## config.mk

```make
export PLATFORM = sky130hd
export DESIGN_NAME = nn_cfg_loader
export DESIGN_NICKNAME = d
export VERILOG_FILES = /design/src/rtl/nn_cfg_pkg.sv /design/src/rtl/nn_cfg_hdr_decode.sv /design/src/rtl/nn_cfg_loader.sv
export SDC_FILE = /design/constraint.sdc
export NUM_CORES = 1
export LEC_CHECK = 0
export ABC_AREA = 1
export CAP_MARGIN = 15
export CELL_PAD_IN_SITES_DETAIL_PLACEMENT = 0
export CELL_PAD_IN_SITES_GLOBAL_PLACEMENT = 1
export CORE_MARGIN = 4
export CORE_UTILIZATION = 29
export CTS_CLUSTER_DIAMETER = 80
export DETAILED_ROUTE_END_ITERATION = 10
export GPL_TIMING_DRIVEN = 0
export HOLD_SLACK_MARGIN = 0.06
export PLACE_DENSITY = 0.79
export SLEW_MARGIN = 25
export SYNTH_ARGS = -nofsm -noshare
export SYNTH_HDL_FRONTEND = slang
export SYNTH_SLANG_ARGS = --single-unit
```

## constraint.sdc

```tcl
create_clock -name clk -period 1.35 [get_ports clk]
set_input_delay 0.405 -clock clk [delete_from_list [all_inputs] [get_ports clk]]
set_output_delay 0.405 -clock clk [all_outputs]
set_load 0.03 [all_outputs]
```

## src/rtl/nn_cfg_pkg.sv

```systemverilog
// Shared definitions for the neural-network configuration loader:
// header field layout, op-codes and the loader state encoding.
package nn_cfg_pkg;

   localparam logic [1:0] OP_WEIGHT = 2'b01;
   localparam logic [1:0] OP_BIAS   = 2'b10;

   localparam int OP_LSB     = 30;
   localparam int OP_W       = 2;
   localparam int LAYER_LSB  = 24;
   localparam int LAYER_W    = 6;
   localparam int NEURON_LSB = 14;
   localparam int NEURON_W   = 10;
   localparam int COUNT_LSB  = 0;
   localparam int COUNT_W    = 14;

   typedef enum logic [1:0] {
      IDLE,
      WEIGHT,
      BIAS,
      DRAIN
   } state_t;

endpackage

```

## src/rtl/nn_cfg_hdr_decode.sv

```systemverilog
// Combinational header decoder. Bounds rejection is active only when
// NN_CFG_BOUNDS_CHECK_EN is defined; otherwise reject is constant 0.
module nn_cfg_hdr_decode
   import nn_cfg_pkg::*;
#(
   parameter int MAX_LAYERS  = 4,
   parameter int MAX_NEURONS = 32,
   parameter int MAX_WEIGHTS = 784
) (
   input  logic [31:0]         s_data,
   output logic [OP_W-1:0]     op,
   output logic [LAYER_W-1:0]  layer,
   output logic [NEURON_W-1:0] neuron,
   output logic [COUNT_W-1:0]  count,
   output logic                reject
);

`ifdef NN_CFG_BOUNDS_CHECK_EN
   localparam bit BOUNDS_EN = 1'b1;
`else
   localparam bit BOUNDS_EN = 1'b0;
`endif

   logic bad_addr;
   logic bad_count;

   assign op     = s_data[OP_LSB +: OP_W];
   assign layer  = s_data[LAYER_LSB +: LAYER_W];
   assign neuron = s_data[NEURON_LSB +: NEURON_W];
   assign count  = s_data[COUNT_LSB +: COUNT_W];

   assign bad_addr  = (32'(layer) >= 32'(MAX_LAYERS)) || (32'(neuron) >= 32'(MAX_NEURONS));
   assign bad_count = (count == '0) || (32'(count) > 32'(MAX_WEIGHTS));

   // Bias blocks carry no meaningful count, so only the address is checked.
   assign reject = BOUNDS_EN && (((op == OP_WEIGHT) && (bad_addr || bad_count)) ||
                                 ((op == OP_BIAS) && bad_addr));

endmodule

```

## src/rtl/nn_cfg_loader.sv

```systemverilog
// Streams weight/bias configuration words to neurons. Header rejection and
// the DRAIN path are live only with NN_CFG_BOUNDS_CHECK_EN defined.
module nn_cfg_loader
   import nn_cfg_pkg::*;
#(
   parameter int dataWidth   = 16,
   parameter int MAX_LAYERS  = 4,
   parameter int MAX_NEURONS = 32,
   parameter int MAX_WEIGHTS = 784
) (
   input  logic        clk,
   input  logic        rst,
   input  logic [31:0] s_data,
   input  logic        s_valid,
   output logic        s_ready,
   output logic        weightValid,
   output logic [31:0] weightValue,
   output logic        biasValid,
   output logic [31:0] biasValue,
   output logic [31:0] config_layer_num,
   output logic [31:0] config_neuron_num,
   output logic        block_done,
   output logic        blk_err
);

   state_t               state;
   logic [COUNT_W-1:0]   remaining;
   logic [OP_W-1:0]      hdr_op;
   logic [LAYER_W-1:0]   hdr_layer;
   logic [NEURON_W-1:0]  hdr_neuron;
   logic [COUNT_W-1:0]   hdr_count;
   logic                 hdr_reject;
   logic [31:0]          payload;
   logic                 accept;

   nn_cfg_hdr_decode #(
      .MAX_LAYERS  (MAX_LAYERS),
      .MAX_NEURONS (MAX_NEURONS),
      .MAX_WEIGHTS (MAX_WEIGHTS)
   ) u_hdr_decode (
      .s_data (s_data),
      .op     (hdr_op),
      .layer  (hdr_layer),
      .neuron (hdr_neuron),
      .count  (hdr_count),
      .reject (hdr_reject)
   );

   // Neuron data and any upper sideband bits travel together untouched.
   generate
      if (dataWidth < 32) begin : g_split
         assign payload = {s_data[31:dataWidth], s_data[dataWidth-1:0]};
      end else begin : g_full
         assign payload = s_data;
      end
   endgenerate

   assign s_ready = rst;
   assign accept  = s_valid && s_ready;

   always_ff @(posedge clk or negedge rst) begin
      if (!rst) begin
         state             <= IDLE;
         remaining         <= '0;
         weightValid       <= 1'b0;
         weightValue       <= '0;
         biasValid         <= 1'b0;
         biasValue         <= '0;
         config_layer_num  <= '0;
         config_neuron_num <= '0;
         block_done        <= 1'b0;
         blk_err           <= 1'b0;
      end else begin
         weightValid <= 1'b0;
         biasValid   <= 1'b0;
         block_done  <= 1'b0;
         blk_err     <= 1'b0;
         if (accept) begin
            case (state)
               IDLE: begin
                  if ((hdr_op == OP_WEIGHT) || (hdr_op == OP_BIAS)) begin
                     if (hdr_reject) begin
                        blk_err <= 1'b1;
                        if (hdr_op == OP_BIAS) begin
                           state     <= DRAIN;
                           remaining <= 14'd1;
                        end else if (hdr_count != '0) begin
                           state     <= DRAIN;
                           remaining <= hdr_count;
                        end
                     end else begin
                        config_layer_num  <= 32'(hdr_layer);
                        config_neuron_num <= 32'(hdr_neuron);
                        if (hdr_op == OP_BIAS) begin
                           state <= BIAS;
                        end else if (hdr_count == '0) begin
                           block_done <= 1'b1;
                        end else begin
                           state     <= WEIGHT;
                           remaining <= hdr_count;
                        end
                     end
                  end
               end
               WEIGHT: begin
                  weightValid <= 1'b1;
                  weightValue <= payload;
                  remaining   <= remaining - 14'd1;
                  if (remaining == 14'd1) begin
                     block_done <= 1'b1;
                     state      <= IDLE;
                  end
               end
               BIAS: begin
                  biasValid  <= 1'b1;
                  biasValue  <= payload;
                  block_done <= 1'b1;
                  state      <= IDLE;
               end
               DRAIN: begin
                  remaining <= remaining - 14'd1;
                  if (remaining == 14'd1) begin
                     state <= IDLE;
                  end
               end
               default: state <= IDLE;
            endcase
         end
      end
   end

endmodule

```

[Word level (Yosys, flattened, before mapping)]
Cells that the tools add are included.
Word-level totals
  register bits after elaboration: 99
  bits of input ports: 35
  word-level logic and storage cells: 51
  output and inout bits: 133
Operators by class
  multiplexer cells: 19
  equality and inequality tests: 11
  reduce and logical (&&, ||, !) cells: 11
  $add $sub $neg: 1
Operators with widths (number)
  $mux 14: 3
  $pmux 14 s2: 1
  $eq 14x1->1 const B: 1
  $logic_not 14->1: 1
  $sub 14x1->14 const B: 1
  $mux 1: 9
  $mux 2: 4
  $eq 2x2->1 const B: 3
  $ne 2x2->1 const B: 3
  $pmux 2 s3: 1
  $reduce_and 5->1: 1
  $eq 2x1->1 const B: 2
  $reduce_and 2->1: 2
  $reduce_and 4->1: 1
  $ne 3x3->1 const B: 1
  $pmux 1 s3: 1
  $reduce_and 3->1: 1
  $logic_not 2->1: 1
  $ne 2x1->1 const B: 1
  $reduce_bool 2->1: 1
  $reduce_or 2->1: 1
  $logic_and 1x1->1: 1
  $logic_or 1x1->1: 1

[Logic depth before layout (Yosys ltp)]
Gate-level depths: netlist of the first run.
  depth after elaboration: 6
  gate-level depth with buffers: 10
  mapped depth without buffers: 10

[Modules after synthesis]
A second synthesis of the first run with hierarchy kept.
Second synthesis, totals
  cells, all modules: 596
  area total of the unflattened synthesis: 5094.9 um2
Modules (own cells, without submodules)
  nn_cfg_loader: seq. area each 2502.4 um2, area each 4843.4 um2, cells an instance 562, instances 1
  nn_cfg_hdr_decode: seq. area each 0.0 um2, area each 251.5 um2, cells an instance 34, instances 1

[Worst setup path after synthesis of the first run]
OpenSTA, ideal clock, no wires.
  path type: input to register
  start: in s_data[30]
  end: reg remaining[12]
  required time: 1233 ps
  path slack: -165 ps
  path buffers: 1
  setup time: 117 ps
  stages on the path: 10
  arrival: 1398 ps
  cells stage by stage: inv_1 -> ha_1 -> inv_1 -> o21ai_2 -> nor2_4 -> nand2_4 -> inv_6 -> buf_8 -> nand3_2 -> nand2_1
On the way
  longest elaborated chain between the ends: 4
  elaborated cells on any way between the ends: 6
  classes of those cells: eq/ne: 4; reduce/logical: 2
Ends and longest elaborated chain
  start: declaration: line nn_cfg_loader.sv:13  | input logic [31:0] s_data,
  $eq 2x1->1 / $eq 2x2->1 (equally long branches): line nn_cfg_loader.sv:81, nn_cfg_loader.sv:94
  $logic_or 1x1->1: line nn_cfg_loader.sv:81  | if ((hdr_op == OP_WEIGHT) || (hdr_op == OP_BIAS)) begin
  $ne 2x2->1 (no line)
  $reduce_and 5->1 (no line) *
  end signal: assignment: line nn_cfg_loader.sv:89  | remaining <= hdr_count;
  end signal: assignment: line nn_cfg_loader.sv:100  | remaining <= hdr_count;
  end signal: assignment: line nn_cfg_loader.sv:108  | remaining <= remaining - 14'd1;
  end: declaration: line nn_cfg_loader.sv:27  | logic [COUNT_W-1:0] remaining;
Mark *: on every way between the ends. The rest lies on a longest branch, timed or not.
A chain may end at the register's enable or synchronous reset.

[Final worst setup path of the first run]
  start: reg state[0]
  end: reg remaining[11]
On the way
  longest elaborated chain between the ends: 4
  elaborated cells on any way between the ends: 10
  classes of those cells: eq/ne: 5; mux: 1; reduce/logical: 4
Ends and longest elaborated chain
  start: declaration: line nn_cfg_loader.sv:26  | state_t state;
  start signal: assignment: line nn_cfg_loader.sv:63  | state <= IDLE;
  start signal: assignment: line nn_cfg_loader.sv:85  | state <= DRAIN;
  start signal: assignment: line nn_cfg_loader.sv:88  | state <= DRAIN;
  $eq 2x2->1 / $eq 2x1->1 (equally long branches): line nn_cfg_loader.sv:79  | case (state)
  $reduce_or 2->1 (no line)
  $reduce_bool 2->1 (no line)
  $reduce_and 5->1 (no line)
Parallel ways exist; a longest one is shown, timed or not.

==> results.py, run 1 <==
metrics = {
    "final_layout": {
        "drive_gt1_share_pct": 37.16,
        "final_common_cell": "nand2_1",
        "nFillCells": 1592,
        "stdcell_count": 999,
        "insertedDiodeCount": 0,
        "area_delta_synth_final_pct": 51.68,
        "most-common-layout-cells": "nand2_1, buf_4, dfrtp_1",
        "fin_nets": 816,
    },
    "clock_tree": {
        "max-clock-path-buffers": 2,
        "insertion_delay_ns": 0.34,
        "cts_sinks": 99,
        "cts-root-buf": "clkbuf_16",
        "cts_tree": "built",
        "cts_buffers": 9,
        "h-tree-depth": 3,
        "clkSlewWorstSetupHoldPaths_ns": 0.07,
    },
    "sta": {
        "min_period_ns": 1.394,
        "rsz0062_at_grt": "true",
        "hold_viol": 17,
        "whs_ns": -0.1272,
        "max_freq_mhz": 717.2,
        "finClkSkew_ns": 0.006300,
        "setup_viol": 13,
        "setup_ws_ns": -0.04427,
        "finalCritPeriodShare_pct": 103.3,
        "final_max_slew_viol_count": 0,
    },
    "placed_design": {
        "gp_congestion": 0.7833,
        "port_buffers": 118,
        "place_hpwl_um": 9956,
        "dp.cells": 940,
    },
    "synthesis": {
        "synth_largest_area_cell": "dfrtp_1",
        "syn-cell-area_um2": 4682,
        "yosysSeqAreaShare_pct": 52.91,
        "synth-seq-cells": 99,
        "postSynthCellCount": 557,
        "yosys-top-cells-area": "dfrtp_1, nand2_1, o21ai_0, buf_4, inv_1",
        "yosys_warnings": 0,
        "ys_types": 28,
        "synthDominantCellAreaShare_pct": 52.91,
        "syn_area_per_cell_um2": 8.406,
    },
    "critical_path": {
        "cp-end-kind": "register",
        "crit_path_start_kind": "register",
        "timing_worst_setup_path_type": "reg2reg",
        "cp.arrival_ns": 1.63,
        "r2r_setup_slack_ns": -0.04,
        "cp_max_fo": 10,
        "cp_data_required_time_ns": 1.58,
    },
    "drt": {
        "viasPerCell": 4.232,
        "num_vias": 4228,
        "drcViolationCount": 0,
        "routed_wl_um": 14160,
        "wl_per_cell_um": 14.17,
        "drt_iter0_markers": 228,
        "drt_pass1_iterations": 4,
        "ant_nets": 0,
    },
    "power": {
        "peakVddDrop_uv": 716.2,
        "power.leakage_nw": 3.740,
        "power_density_nw_per_um2": 2357,
    },
    "grt": {
        "grt_use_total_pct": 14.97,
        "grt_antenna_before_repair": 0,
        "grt-ovfl-total": 0,
        "grt_pass1_wl_um": 21550,
        "first_global_vias": 3974,
        "grt_max_degree": 64,
    },
    "floorplan": {
        "die_w_um": 135.1,
        "dieHeight_um": 135.1,
        "row_count": 46,
        "core-area_um2": 15830,
        "design.die.area_um2": 18240,
        "start_util_pct": 29.58,
        "ioPinCount": 168,
    },
    "run_status": {
        "failed_checks": "hold timing, setup timing",
        "status": "complete, but fails checks",
    },
    "job": {
        "max_cap_viol_count": 0,
    },
    "hold_path": {
        "hold_path.class": "in2async",
    },
}
[Yosys cell counts]
cell and n:
nand3_1 19, a21oi_1 4, buf_2 12, buf_4 50
nand3_2 3, a31oi_1 2, clkbuf_1 6, ha_1 3
o21ai_1 13, o21a_1 1, o21ai_2 4, o21ai_0 81
nor2_1 36, nand2_2 1, and2_1 1, buf_1 1
a22oi_1 1, inv_1 56, inv_2 2, buf_8 1
nand2_4 1, dfrtp_1 99, inv_6 1, nand2_1 150
nor2_4 2, nor2_2 2, conb_1 1, nand4_1 4
[worst max-delay path, stage by stage (launching register included)]
cell and delay, ns:
dfrtp_1 0.40, inv_4 0.08, buf_4 0.13, buf_4 0.13, buf_4 0.17, nand2_1 0.09
nand3_1 0.08, nor2_1 0.14, nor2_1 0.06
[layout make-up]
class                           count  area [um2]  share of cell area, %
Inverter                           59       249.0                  3.506
Tap cell                          216       270.3                  3.805
Timing Repair Buffer              162        1300                  18.31
Clock buffer                       10       239.0                  3.365
Multi-Input combinational cell    377        1912                  26.92
Sequential cell                    99        2479                  34.90
Clock inverter                      6       82.58                  1.163
Buffer                             70       570.5                  8.034
[final timing paths]
| path | from | to | cells after the start |
|---|---|---|---|
| max | state[0] | remaining[11] | 8 |
| min | rst | biasValue[4] | 1 |
| max reg2reg | state[0] | remaining[11] | 8 |
| min reg2reg | weightValue[4] | weightValue[4] | 2 |
| max in group asynchronous | rst | weightValue[7] | 3 |
| min in group clk | s_data[30] | biasValue[30] | 3 |
[power by group]
part / total [W] / internal [W] / leakage, nW / switching, W
Combinational: 0.00870 / 0.00316 / 2.34 / 0.00555
Clock: 0.00276 / 0.00153 / 0.154 / 0.00123
Sequential: 0.00528 / 0.00436 / 1.24 / 0.000914
[through the flow]
stage | TNS, ns | setup WS [ns] | total power [W] | area, um2 | util, %
after floorplan | -0.5420 | -0.06778 | 0.01013 | 4910 | -
after global placement | -887.17 | -5.037 | 0.01349 | 6361 | 40.19
after detailed placement | -68.77 | -0.9276 | 0.01358 | 6390 | 40.37
after CTS | -0.3072 | -0.07700 | 0.01557 | 6586 | 41.61
after global routing | -2.299 | -0.1342 | 0.01782 | 7102 | 44.87
final | -0.2301 | -0.04427 | 0.01674 | 7102 | 44.87
[logic make-up (layout without fill, tap and decap cells)]
logic type	count (synthesis)	after routing	synth area share (%)
adders and majority gates	3	3	0.8018
DFF	99	99	52.91
and+or+nand+nor	219	219	19.37
AOI/OAI and AO/OA	106	106	11.81
other	1	49	0.08009
buffers and inverters	129	307	15.02
[state kept, by name (all words and copies together), names as in the netlist]
name	flops
biasValue	32
weightValue	32
weightValid	1
state	2
block_done	1
remaining	14
config_layer_num	6
config_neuron_num	10
biasValid	1
[layer usage]
layer	up-vias	part of all wire, %	GRT usage (%)
li1	2107	-	-
met1	2000	43	19.45
met2	106	50	25.38
met3	15	5.3	3.130
met4	0	1.6	4.199
met5	-	0	0
[timing repair]
item,CTS,global route
endpoints found under the setup margin,182,131
gates resized for setup,496,168
hold endpoints to repair,36,36
gates cloned,1,1
setup buffers,19,22
pin swaps,17,18
Note: power is estimated with default switching activity, not from simulation.
==> run 2, diff against run 1 <==
--- a/config.mk
+++ b/config.mk
@@ -10,7 +10,7 @@
 export CELL_PAD_IN_SITES_DETAIL_PLACEMENT = 0
 export CELL_PAD_IN_SITES_GLOBAL_PLACEMENT = 1
 export CORE_MARGIN = 4
-export CORE_UTILIZATION = 29
+export CORE_UTILIZATION = 30
 export CTS_CLUSTER_DIAMETER = 80
 export DETAILED_ROUTE_END_ITERATION = 10
 export GPL_TIMING_DRIVEN = 0
@@ -19,4 +19,5 @@
 export SLEW_MARGIN = 25
 export SYNTH_ARGS = -nofsm -noshare
 export SYNTH_HDL_FRONTEND = slang
+export SYNTH_HIERARCHICAL = 1
 export SYNTH_SLANG_ARGS = --single-unit
==> run 2 against run 1 <==
Net effect: the flow finishes with violations (setup timing); clock-buffer cell count fell by 1; combinational power increased by 8.7%; critical path depth decreased by 3; utilization grew 3.4 points; final cell count up 5.0%; register-to-register slack worse by 0.06 ns; sequential cell count up 1; setup slack worse by 0.063 ns; via count rose by 5.3%; non-clock buffer count is 39 higher; cell area increased by 13%; critical endpoint is now config_layer_num[4].
==> results.py, run 2 <==
metrics = {
    "sta": {
        "tightest_slew_ns": 0.6766,
        "finalCritPeriodShare_pct": 107.9,
        "rsz0062_at_grt": "true",
        "final_max_slew_viol_count": 0,
        "setup_viol": 62,
        "max_freq_mhz": 686.3,
        "min_period_ns": 1.457,
        "finClkSkew_ns": 0.005835,
        "hold_viol": 0,
        "setup_ws_ns": -0.1071,
        "slew_headroom_pct": 54.74,
    },
    "synthesis": {
        "yosysSeqAreaShare_pct": 49.12,
        "postSynthCellCount": 596,
        "syn-cell-area_um2": 5095,
        "synth_common_cells": "nand2_1, dfrtp_1, buf_4",
        "yosys-top-cells-area": "dfrtp_1, buf_4, nand2_1, o21ai_0, inv_1",
        "ys_types": 33,
        "synthDominantCellAreaShare_pct": 49.12,
        "yosys_warnings": 6,
        "synth_largest_area_cell": "dfrtp_1",
        "synthArstFlopShare_pct": 100.0,
        "synth-edff-count": 0,
        "synthFlopType": "dfrtp_1",
        "synth-seq-cells": 100,
        "syn_area_per_cell_um2": 8.548,
        "yosysMostFrequentCell": "nand2_1",
    },
    "critical_path": {
        "timing_worst_setup_path_type": "reg2reg",
        "cp-endpoint": "config_layer_num[4]",
        "crit_family": "flip-flops",
        "cp_max_fo": 5,
        "crit_path_cell_trace": "nor2_4, nand4_4, buf_12, buf_12, mux2_4",
        "r2r-end": "config_layer_num[4]",
        "cp.arrival_ns": 1.69,
        "cp-end-kind": "register",
        "cp_data_required_time_ns": 1.58,
        "path_buf_inv": 2,
        "slowest_stage": "dfrtp_2",
        "cp-startpoint": "state[1]",
        "r2r_setup_slack_ns": -0.11,
        "crit_path_start_kind": "register",
        "max_stage_delay_ns": 0.47,
        "r2r-start": "state[1]",
        "worst_r2r_path_depth": 5,
        "cpMostUsedCell": "buf_12",
        "cp.depth": 5,
    },
    "drt": {
        "drt_pass1_iterations": 4,
        "ant_nets": 0,
        "wl_per_cell_um": 14.97,
        "num_vias": 4451,
        "drt_iter0_markers": 181,
        "drcViolationCount": 0,
        "viasPerCell": 4.243,
        "routed_wl_um": 15700,
    },
    "grt": {
        "grt-ovfl-total": 0,
        "grt_max_degree": 28,
        "grt_antenna_before_repair": 0,
        "grt_use_total_pct": 15.55,
        "first_global_vias": 4258,
        "grt_pass1_wl_um": 23640,
    },
    "clock_tree": {
        "cts-root-buf": "clkbuf_16",
        "clkSlewWorstSetupHoldPaths_ns": 0.07,
        "max-clock-path-buffers": 2,
        "cts_tree": "built",
        "cts_buffers": 9,
        "h-tree-depth": 3,
        "cts_sinks": 100,
        "insertion_delay_ns": 0.34,
    },
    "power": {
        "power.leakage_nw": 4.243,
        "intPower_w": 0.009950,
        "power_density_nw_per_um2": 2228,
        "peakVddDrop_uv": 1273,
        "seq_power_share_pct": 30.4,
        "p_clk_share_pct": 16.8,
        "power_switching_w": 0.007956,
        "share_comb_of_total_power_pct": 52.8,
        "sw_frac_of_total_pct": 44.43,
    },
    "floorplan": {
        "dieHeight_um": 138.3,
        "row_count": 47,
        "core-area_um2": 16640,
        "start_util_pct": 30.61,
        "die_w_um": 138.3,
        "design.die.area_um2": 19130,
        "ioPinCount": 168,
    },
    "final_layout": {
        "fin_nets": 861,
        "fin_util_pct": 48.28,
        "stdcell_count": 1049,
        "final-seq-area_um2": 2511,
        "final_common_cell": "buf_4",
        "largestRegisters": "biasValue (32), weightValue (32), remaining (14)",
        "area_delta_synth_final_pct": 57.71,
        "multi_input_area_um2": 2190,
        "nFillCells": 1596,
        "most-common-layout-cells": "buf_4, nand2_1, dfrtp_1",
        "drive_gt1_share_pct": 47.95,
    },
    "job": {
        "max_cap_viol_count": 0,
    },
    "hold_path": {
        "hold_path.class": "in2async",
    },
    "placed_design": {
        "port_buffers": 119,
        "dp.cells": 983,
        "gp_congestion": 0.8370,
        "place_hpwl_um": 10100,
    },
    "run_status": {
        "status": "complete, but fails checks",
        "failed_checks": "setup timing",
    },
}
## run 2: cell types whose count changed in the layout (fill, tap and decap cells not counted), sizes merged, moves of 3 or more
cell / change
a21oi: +9
buf: +40
dlygate4sd2: -12
o21ai: -31
inv: -4
or2: +3
dlygate4sd3: +3
mux2: +16
bufbuf: +4
nand3: +5
## run 2: area by class of cell
| type | count | share of cell area [%] |
|---|---|---|
| antenna | 1 | 0.03114 |
| buffer | 92 | 10.09 |
| clock buffer | 9 | 2.803 |
| clock inverter | 7 | 1.495 |
| inverter | 56 | 2.865 |
| multi-input combinational | 385 | 27.25 |
| sequential | 100 | 31.25 |
| tap | 220 | 3.426 |
| timing repair buffer | 179 | 20.79 |
## run 2: kinds of logic after synthesis
family,Yosys count,share of synthesized area (%)
buffers and inverters,158,18.39
adders and majority gates,3,0.7368
and+or+nand+nor,232,19.35
AOI/OAI and AO/OA,82,8.203
DFF,100,49.12
xor gates and xnor gates,3,0.5158
muxes,16,3.536
other,2,0.1474
## run 2: worst min-delay path by stage
stage / depth (start not counted) / to
floorplan: 0 / biasValid
global placement: 2 / weightValue[12]
detailed placement: 1 / config_neuron_num[9]
CTS: 2 / weightValid
global route: 2 / biasValue[11]
finish: 2 / biasValue[11]
## run 2: through the flow
stage	hold WS [ns]	cell area (um2)	setup TNS (ns)	total power [W]	worst slack [ns]
floorplan	0.1094	5325	-3.553	0.01043	-0.1915
global placement	0.4660	6792	-915.81	0.01386	-5.134
detailed placement	0.3786	6820	-75.01	0.01395	-1.056
CTS	0.1170	7366	-1.573	0.01654	-0.1211
global route	0.1143	8033	-8.308	0.01897	-0.1706
finish	0.1230	8035	-3.129	0.01791	-0.1071
## run 2: timing repair
action,CTS,global route
hold buffers,4,0
resized for setup,577,198
endpoints found under the setup margin,183,117
pin swaps,38,21
hold endpoints to repair,59,0
setup buffers,22,23
gates cloned,7,4
## run 2: per-layer routing
metal / wire [um] / GRT usage, % / up-vias / share of wire (%)
met2: 7692 / 25.23 / 130 / 49
met4: 197 / 4.524 / 0 / 1.3
li1: - / - / 2197 / -
met5: 0 / 0 / - / 0
met1: 6822 / 20.28 / 2111 / 43
met3: 992 / 4.523 / 13 / 6.3
## run 2: power by group through the flow
| stage | clock [W] | combinational, W | sequential (W) |
|---|---|---|---|
| 5_1_grt | 0.00319 | 0.0102 | 0.00560 |
| 2_1_floorplan | 0 | 0.00282 | 0.00761 |
| 6_report | 0.00301 | 0.00946 | 0.00544 |
| 4_1_cts | 0.00308 | 0.00817 | 0.00529 |
| 3_3_place_gp | 0 | 0.00855 | 0.00531 |
| 3_5_place_dp | 0 | 0.00862 | 0.00533 |
